[config.mk]
export PLATFORM = sky130hd
export DESIGN_NAME = ball_motion_controller
export DESIGN_NICKNAME = d
export VERILOG_FILES = /design/src/rtl/ball_motion_controller.sv
export SDC_FILE = /design/constraint.sdc
export NUM_CORES = 1
export LEC_CHECK = 0
export BUFFER_PORTS_ARGS = -buffer_cell sky130_fd_sc_hd__buf_2
export CAP_MARGIN = 0
export CORE_UTILIZATION = 50
export DETAILED_ROUTE_END_ITERATION = 8
export GPL_TIMING_DRIVEN = 0
export PLACE_DENSITY = 0.81
export SYNTH_ARGS = -nofsm -noshare
export SYNTH_HDL_FRONTEND = slang
export SYNTH_SLANG_ARGS = --single-unit
[constraint.sdc]
create_clock -name clk -period 4.55 [get_ports clk]
set_input_delay 0.455 -clock clk [delete_from_list [all_inputs] [get_ports clk]]
set_output_delay 0.455 -clock clk [all_outputs]
set_load 0.01 [all_outputs]
[src/rtl/ball_motion_controller.sv]
// Ball velocity/position owner: latches per-frame collision pulses, applies bat-angle
// and reflection rules, wall bounces, serve from the bat and the ball-lost countdown.
module ball_motion_controller #(
  parameter int SCREEN_W    = 640,
  parameter int SCREEN_H    = 480,
  parameter int BALL_SIZE   = 16,
  parameter int TOP_WALL    = 32,
  parameter int BAT_Y       = 440,
  parameter int LOST_FRAMES = 60
) (
  input  logic              clk,
  input  logic              reset,
  input  logic              startOfFrame,
  input  logic [4:0]        ballCollision,
  input  logic [2:0]        batCollision,
  input  logic [10:0]       batCenterX,
  input  logic              launchReq,
  input  logic              pause,
  output logic [10:0]       ballTopLeftX,
  output logic [10:0]       ballTopLeftY,
  output logic signed [3:0] speedX,
  output logic signed [3:0] speedY,
  output logic              ballLost,
  output logic              ballActive
);

  localparam int CW = (LOST_FRAMES > 1) ? $clog2(LOST_FRAMES) : 1;
  localparam logic signed [11:0] HALF = 12'(BALL_SIZE / 2);
  localparam logic signed [11:0] XMAX = 12'(SCREEN_W - BALL_SIZE);
  localparam logic signed [11:0] YTOP = 12'(TOP_WALL);
  localparam logic signed [11:0] YBOT = 12'(SCREEN_H);

  typedef enum logic [1:0] {IDLE, MOVING, LOST} state_t;

  state_t            state, state_n;
  logic [3:0]        flags_q, flags_n, flags_eff;
  logic [2:0]        bat_q, bat_n, bat_eff;
  logic [CW-1:0]     cnt_q, cnt_n;
  logic [10:0]       x_n, y_n, track_x;
  logic signed [3:0] sx_n, sy_n, sx_u, sy_u;
  logic signed [11:0] track, nx, ny;
  logic              lost_n;

  function automatic logic signed [3:0] abs4(input logic signed [3:0] v);
    return v[3] ? -v : v;
  endfunction

  assign ballActive = (state == MOVING);

  always_ff @(posedge clk) begin
    if (reset) begin
      state        <= IDLE;
      ballTopLeftX <= batCenterX - 11'(BALL_SIZE / 2);
      ballTopLeftY <= 11'(BAT_Y - BALL_SIZE);
      speedX       <= '0;
      speedY       <= '0;
      ballLost     <= 1'b0;
      flags_q      <= '0;
      bat_q        <= '0;
      cnt_q        <= '0;
    end else begin
      state        <= state_n;
      ballTopLeftX <= x_n;
      ballTopLeftY <= y_n;
      speedX       <= sx_n;
      speedY       <= sy_n;
      ballLost     <= lost_n;
      flags_q      <= flags_n;
      bat_q        <= bat_n;
      cnt_q        <= cnt_n;
    end
  end

  always_comb begin
    // A pulse coinciding with startOfFrame is folded into this frame's update
    flags_eff = flags_q | (ballCollision[4] ? ballCollision[3:0] : 4'b0);
    bat_eff   = (ballCollision[4] && batCollision != '0) ? batCollision : bat_q;

    track = $signed({1'b0, batCenterX}) - HALF;
    if (track < 12'sd0)     track_x = '0;
    else if (track > XMAX)  track_x = 11'(SCREEN_W - BALL_SIZE);
    else                    track_x = track[10:0];

    sx_u = speedX;
    sy_u = speedY;
    if (bat_eff != '0) begin
      case (bat_eff)
        3'd1:    begin sx_u = -4'sd6; sy_u = -4'sd3; end
        3'd2:    begin sx_u = -4'sd4; sy_u = -4'sd4; end
        3'd3:    begin sx_u = -4'sd2; sy_u = -4'sd6; end
        3'd4:    begin sx_u =  4'sd0; sy_u = -4'sd7; end
        3'd5:    begin sx_u =  4'sd2; sy_u = -4'sd6; end
        3'd6:    begin sx_u =  4'sd4; sy_u = -4'sd4; end
        default: begin sx_u =  4'sd6; sy_u = -4'sd3; end
      endcase
    end else begin
      case (flags_eff[3:2])
        2'b10:   sx_u = abs4(speedX);
        2'b01:   sx_u = -abs4(speedX);
        2'b11:   sx_u = -speedX;
        default: sx_u = speedX;
      endcase
      case (flags_eff[1:0])
        2'b10:   sy_u = -abs4(speedY);
        2'b01:   sy_u = abs4(speedY);
        2'b11:   sy_u = -speedY;
        default: sy_u = speedY;
      endcase
    end

    nx = $signed({1'b0, ballTopLeftX}) + $signed({{8{sx_u[3]}}, sx_u});
    ny = $signed({1'b0, ballTopLeftY}) + $signed({{8{sy_u[3]}}, sy_u});

    state_n = state;
    x_n     = ballTopLeftX;
    y_n     = ballTopLeftY;
    sx_n    = speedX;
    sy_n    = speedY;
    lost_n  = 1'b0;
    cnt_n   = cnt_q;
    flags_n = flags_eff;
    bat_n   = bat_eff;

    if (startOfFrame) begin
      flags_n = '0;
      bat_n   = '0;
      if (!pause) begin
        case (state)
          IDLE: begin
            x_n  = track_x;
            y_n  = 11'(BAT_Y - BALL_SIZE);
            sx_n = '0;
            sy_n = '0;
            if (launchReq) begin
              state_n = MOVING;
              sx_n    = 4'sd4;
              sy_n    = -4'sd4;
            end
          end
          MOVING: begin
            if (ny >= YBOT) begin
              state_n = LOST;
              lost_n  = 1'b1;
              sx_n    = '0;
              sy_n    = '0;
              cnt_n   = '0;
            end else begin
              // Wall results override collision-derived speed on the same axis
              if (nx <= 12'sd0) begin
                x_n  = '0;
                sx_n = abs4(sx_u);
              end else if (nx >= XMAX) begin
                x_n  = 11'(SCREEN_W - BALL_SIZE);
                sx_n = -abs4(sx_u);
              end else begin
                x_n  = nx[10:0];
                sx_n = sx_u;
              end
              if (ny <= YTOP) begin
                y_n  = 11'(TOP_WALL);
                sy_n = abs4(sy_u);
              end else begin
                y_n  = ny[10:0];
                sy_n = sy_u;
              end
            end
          end
          default: begin
            if (cnt_q == CW'(LOST_FRAMES - 1)) begin
              cnt_n   = '0;
              state_n = IDLE;
            end else begin
              cnt_n = cnt_q + 1'b1;
            end
          end
        endcase
      end
    end
  end

endmodule

==> results list, run 1 <==
- The flow ran to the end, but the final reports show violations.
* Violations in the final reports: DRC
* Final Skew: 0.0139 ns
* Drt first pass iters: 7
* Die area: 9620 µm²
- In this run the remaining antenna-violating nets after routing total 0.
- Summing all multi-input logic gate instances after layout gives 3690 µm².
- Most used DFF post-synth: dfxtp_1
- Power density of the placed cells: 289 nW/µm²
- The post-route netlist has 30.1% of its cells at a drive strength greater than 1.
* Post-Place Setup Slack: -0.551 ns
* Clock insertion delay at the later pin of the skew report: 0.31 ns
* Warnings, synthesis: 0
* Cell Count Post-Placement: 728
- After routing the design area is 5760 µm².
- Final-stage net count: 717
* Global-route wire length before repair: 20.7 mm
* Slew at the pin with the worst max-slew slack: 0.543 ns
- Htree depth: 2
- Measured on the finished design, the core utilization comes to 65.1%.
* CP Max Fanout: 7
- Once the floorplan was initialized, standard cells occupied 52.2% of the core.
- Aggregate routed wire length: 13.3 mm
* Setup crit end: speedX[2]
* CTS Hold Buffers Added: 0
* R2r startpoint: speedX[1]
* Power, Total: 1.66 mW
* Via count of the first global-routing pass: 4,459
* Placer's final routability congestion estimate: 0.898
- Timing would allow up to 0.224 GHz.
* FFs w/ async S/R, synth: 0%
- Summing the sequential cell areas from Yosys gives 22.3% of the chip area.
* Fillers: 687
- In the routed design, unresolved DRC markers number 3.
* Clock period minus final worst setup slack: 4.46 ns
- Path category of the worst min-delay check: flip-flop to flip-flop
- Net count after synthesis: 624
* Max Slew Vio Count: 0
- Max Root-Sink Buffers: 2
- Crit path required time: 4.74 ns
* Synth Area per Inst: 8.14 µm²
- Setup slack on the critical path of the routed design comes to 0.0922 ns.
- The routed layout has 4,891 vias.
* R2r setup slk: 0.09 ns
- Count of different cell masters after synthesis: 95
- From bottom edge to top edge, the die measures 98.1 µm.
* Setup Crit Path Kind: flip-flop to flip-flop
* Cell area after technology mapping: 4620 µm²
- Clock tree from TritonCTS: yes
- The root buffer cell chosen for the clock tree is clkbuf_8.
* Final Hold Fails: 0
- Worst hold start: ballTopLeftY[9]
* EDFF count, synth: 11
- Layout Area Growth over Synthesis: 24.7%
- DR iter-0 viols: 333
- Tightest slew margin relative to the limit: 63.8%
- Data arrives at the worst endpoint at 4.65 ns.
- Row generation in the floorplan step produced 34 rows.
- Number of failing setup endpoints in the final timing report: 0
* Kind of end point of the critical path: flip-flop
* I/O pin total: 56
* Die width: 98.1 µm
- The synthesized design contains 46 register bits.
- Final worst path period share: 98.0%
- Counting every instance in the synthesized netlist gives 567.
- Excluding fillers, the count of instances in the completed layout stands at 769.
- The placed instances occupy a cell area of 5020 µm².
- Minimum hold slack: 0.450 ns
- After detailed routing, the number of vias per cell comes to 6.36.
* Worst-path clk slew: 0.10 ns
- Crit path launch type: flip-flop
- Dividing the detail-routed wire length by the instance count gives 17.3 µm.
- Clock sinks: 46
- Counting cells, the worst reg-to-reg path comes to 19.
- Aggregate negative setup slack: 0 ns
* Static Leak: 2.29 nW
- Antenna violations before repair: 0
- VDD sags by at most 0.187 mV.
- Core box area: 8850 µm²
- The total overflow left after global routing is 0.
* # diodes: 0
- Startpoint of the most critical setup path: speedX[1]
- The endpoint identified for the worst register-to-register timing path is speedX[2].
- Global routing used 25.7% of the available tracks across all layers.
- Largest net degree at the start of global routing: 15
- Summed over all nets, the half-perimeter wirelength after detailed placement is 8.93 mm.
* Count of max-cap constraint violations: 0
- Combined flip-flop and latch cell area: 1040 µm²
* Num CTS Buffers: 5
- IO Port Bufs: 53
cell families (layout without fill, tap and decap cells):
group,after synthesis,in the layout,synth area share [%]
AOI/OAI and AO/OA,193,193,31.7
xor gates and xnor gates,20,20,3.96
adders and majority gates,33,33,9.27
buffers and inverters,57,150,5.53
DFF,46,46,22.3
muxes,9,9,2.03
and+or+nand+nor,209,210,25.2
where the power goes:
| part | total [mW] | switching, mW | internal [mW] |
|---|---|---|---|
| combinational | 0.949 | 0.534 | 0.415 |
| sequential | 0.456 | 0.0190 | 0.437 |
| clock | 0.256 | 0.148 | 0.109 |
cell usage in the layout, fill, tap and decap left out, types with 10 or more instances in the layout:
cell type	netlist	routed
nand2b_1	11	11
nand2_1	39	37
a21oi_1	29	23
o211ai_1	13	13
a21o_1	11	11
nor3_1	19	19
dfxtp_1	35	31
nand3_1	14	14
edfxtp_1	11	11
a211oi_1	14	11
buf_4	2	37
o21ai_1	12	12
nor2b_1	10	10
o21ai_0	35	30
inv_1	35	31
ha_1	31	26
buf_2	3	55
nor2_1	50	48
xnor2_1	11	11
routing by layer:
metal / vias to the layer above / GRT usage [%] / wire length [µm] / part of all wire, %
li1: 2342 / - / - / -
met1: 2331 / 32.3 / 5500 / 41
met2: 188 / 46.2 / 6780 / 51
met3: 30 / 2.51 / 752 / 5.6
met4: 0 / 7.81 / 293 / 2.2
met5: - / 0 / 0 / 0
how the worst min path moves through the flow:
stage,to,slack [ns],cells after the start
5_1_grt,flags_q[1],0.48,3
4_1_cts,state[0],0.45,3
6_report,ballTopLeftY[9],0.45,2
2_1_floorplan,cnt_q[5],0.45,1
3_5_place_dp,ballTopLeftY[9],0.44,2
3_3_place_gp,ballTopLeftY[10],0.44,2
state kept, by name (all words and copies together) (netlist names):
| name | flops |
|---|---|
| ballTopLeftY | 11 |
| state | 2 |
| flags_q | 4 |
| speedX | 4 |
| bat_q | 3 |
| ballLost | 1 |
| cnt_q | 6 |
| ballTopLeftX | 11 |
| speedY | 4 |
synth_stat cells (8+ instances only):
library cell,count,area [µm²]
a21o_1,11,82.6
inv_1,35,131
nor2_1,50,188
nor2b_1,10,62.6
nor3_1,19,95.1
xnor2_1,11,96.3
o211ai_1,13,97.6
a211oi_1,14,105
o21ai_0,35,175
o21ai_1,12,60.1
xor2_1,8,70.1
clkbuf_1,12,45.0
nand2_1,39,146
edfxtp_1,11,330
nand2b_1,11,68.8
ha_1,31,388
nand3_1,14,70.1
a21oi_1,29,145
dfxtp_1,35,701
layout make-up:
class	count	area share (%)
clock buffer	6	1.26
buffer	16	1.74
sequential	46	18.1
timing repair buffer	89	9.52
tap	108	2.35
inverter	36	2.56
multi-input combinational	465	64.1
timing repair inverter	1	0.130
clock inverter	2	0.239
critical path, stage by stage, from the launching register on:
cell and delay (ns):
dfxtp_4 0.39, inv_4 0.04, ha_4 0.26, nor4bb_4 0.27, o31ai_2 0.11, a31oi_2 0.28, o221ai_4 0.15, nand2_4 0.16
inv_6 0.06, buf_4 0.14, ha_4 0.18, a211o_1 0.34, a211o_1 0.36, a2111o_1 0.41, o211ai_1 0.20, o2111ai_4 0.21
and4_4 0.22, o31ai_4 0.24, mux2i_1 0.21, o211ai_1 0.09
timing repair:
action | in CTS | in global routing
hold endpoints to repair | 0 | 0
setup buffers | 17 | 19
endpoints found under the setup margin | 49 | 48
cloned | 2 | 0
gates resized for setup | 26 | 55
pin swaps | 10 | 24
No activity file was read; power rests on OpenSTA's default activity.
==> run 2, diff against run 1 <==
CTS_BUF_LIST = sky130_fd_sc_hd__clkbuf_4   (was not set)
==> results list, run 2 (synthesis results as in run 1) <==
- The run finished, with violations left.
- Violations in the final reports: DRC
* Minimum hold slack: 0.386 ns (-0.0636 ns)
- Static Leak: 2.31 nW (+0.88%)
- Number of failing setup endpoints in the final timing report: 0 (unchanged)
- Cell Count Post-Placement: 728 (unchanged)
- The path class of the tightest hold or removal check is input port to flip-flop.
- Crit path required time: 4.83 ns (+0.09 ns)
- CP Max Fanout: 8 (+1)
- The final hold violation count was 0 (unchanged).
- Crit path launch type: flip-flop
* Core box area: 8850 µm² (unchanged)
- Setup Crit Path Kind: flip-flop to flip-flop
* Total vias in the final route: 4,961 (+1.4%)
- Post-layout instance count excluding filler cells: 773 (+0.52%)
- Height of the chip: 98.1 µm (unchanged)
* Worst-path clk slew: 0.16 ns (+0.06 ns)
* Kind of end point of the critical path: flip-flop
- Routed length per placed instance: 17.6 µm (+1.4%)
- The tree is rooted in a clkbuf_4.
* Met2 Use GR: 45.6% (-0.54 points)
- Via density: 6.42 (+0.91%)
- HPWL after detailed placement: 8.93 mm (unchanged)
- The total wire length after detailed routing came to 13.6 mm (+2.0%).
- TritonCTS built the clock tree.
- DRC violations left: 3 (unchanged)
- The area growth from synthesis to layout is 27.4%.
* I/O pin total: 56 (unchanged)
* Effective utilization at floorplan: 52.2% (unchanged)
* Tightest slew margin relative to the limit: 64.3% (+0.58 points)
* Count of max-cap constraint violations: 0 (unchanged)
* Clock period minus final worst setup slack: 4.51 ns (+0.0529 ns)
- The total power divided by cell area is 284 nW/µm² (-1.8%).
* Most Crowded Layer GR: met2
* Max Slew Vio Count: 0 (unchanged)
- DR iter-0 viols: 355 (+6.6%)
* Antenna violations before repair: 0 (unchanged)
- Global-route wire length before repair: 20.6 mm (-0.64%)
- The number of detailed-route iterations in the first pass was 7 (unchanged).
- GR met1 Demand/Resource: 32.3% (-0.074 points)
- Final Skew: 0.0196 ns (+0.00573 ns)
- Setup repair after global routing could not meet its margin everywhere.
* # diodes: 0 (unchanged)
- Placer's final routability congestion estimate: 0.898 (unchanged)
* Die width: 98.1 µm (unchanged)
* CTS Hold Buffers Added: 0 (unchanged)
* Most common cell after layout, fill and taps aside: buf_2
* Clock sinks: 46 (unchanged)
* Slew at the pin with the worst max-slew slack: 0.535 ns (-0.00814 ns)
* Htree depth: 2 (unchanged)
* Final worst path period share: 99.1% (+1.2 points)
- The peak supply drop is 0.175 mV (-6.4%).
- The total of buffers placed on input and output ports came to 53 (unchanged).
- Clock insertion delay at the later pin of the skew report: 0.38 ns (+0.07 ns)
- Global route overflow: 0 (unchanged)
- Met3 layer usage reported by global route: 3.01% (+0.50 points)
- Largest net degree at the start of global routing: 15 (unchanged)
* Cell Rows: 34 (unchanged)
- Commonest cells after routing, fill and taps aside: 54 x buf_2, 49 x nor2_1, 39 x buf_4
- The area enclosed by the die boundary was 9620 µm² (unchanged).
* Biggest registers after layout: ballTopLeftX (11), ballTopLeftY (11), cnt_q (6)
- Via count of the first global-routing pass: 4,430 (-0.65%)
- Num CTS Buffers: 5 (unchanged)
- The total routing usage reported by global routing came to 25.7% (-0.042 points).
- The data arrival time of the critical path is 4.79 ns (+0.14 ns).
- Aggregate negative setup slack: 0 ns (unchanged)
- Share of final-layout standard cells stronger than drive strength 1: 32.2% (+2.1 points)
- Number of nets with antenna violations after routing: 0 (unchanged)
- Post-detailed-placement cell area: 5020 µm² (unchanged)
* Cell area after layout: 5880 µm² (+2.2%)
- Final-stage net count: 721 (+0.56%)
* Max frequency: 0.222 GHz (-1.2%)
- The maximum clock path buffer count was 2 (unchanged).
==> run 2: what timing repair did <==
action | CTS | global route
pin swaps | 10 | 28
buffers inserted | 16 | 23
gates cloned | 2 | 1
resized for setup | 29 | 72
endpoints found under the hold margin | 0 | 0
setup endpoints to repair | 49 | 49
==> run 2: routing by layer <==
metal,vias to the layer above,part of all wire (%)
li1,2354,-
met1,2373,42
met2,212,51
met3,22,5.8
met4,0,1.8
met5,-,0
==> run 2: power breakdown <==
part           switching, mW  internal [mW]
Clock                  0.145         0.0670
Combinational          0.553          0.446
Sequential            0.0203          0.437
==> run 2: final timing paths <==
kind / from / endpoint / slack [ns] / cells past startpoint
setup / recovery: speedX[1] / speedX[2] / 0.04 / 21
hold / removal: launchReq / state[0] / 0.39 / 3
setup reg to reg: speedX[1] / speedX[2] / 0.04 / 21
hold reg to reg: ballTopLeftY[9] / ballTopLeftY[9] / 0.46 / 2
==> run 2: stage by stage <==
stage,utilization [%],worst slack [ns],total power [mW]
final,66.5,0.0393,1.67
after global routing,66.5,-0.200,1.76
after CTS,60.2,0.0121,1.45
after detailed placement,56.7,-0.551,1.16
after global placement,56.7,-0.446,1.14
after floorplan,-,0.105,1.01
==> run 2: layout make-up <==
| type | count | area, µm² |
|---|---|---|
| Timing Repair inverter | 1 | 7.51 |
| Timing Repair Buffer | 93 | 579 |
| Multi-Input combinational cell | 465 | 3800 |
| Clock inverter | 2 | 13.8 |
| Fill cell | 666 | 2970 |
| Tap cell | 108 | 135 |
| Buffer | 16 | 109 |
| Clock buffer | 6 | 45.0 |
| Sequential cell | 46 | 1040 |
| Inverter | 36 | 148 |
==> run 2: critical path: stages (launching register included) <==
cell and delay (ns):
dfxtp_4 0.40, inv_2 0.05, ha_4 0.27, nor4bb_4 0.27
o31ai_2 0.11, o21a_1 0.24, o221ai_4 0.20, nand2_4 0.13
inv_8 0.14, ha_4 0.20, buf_6 0.14, a2111oi_4 0.42
o21a_1 0.30, buf_6 0.14, o21ai_2 0.07, o211ai_1 0.19
o2111ai_2 0.22, buf_4 0.20, and4_4 0.17, o31ai_4 0.25
mux2i_1 0.21, o211ai_1 0.09
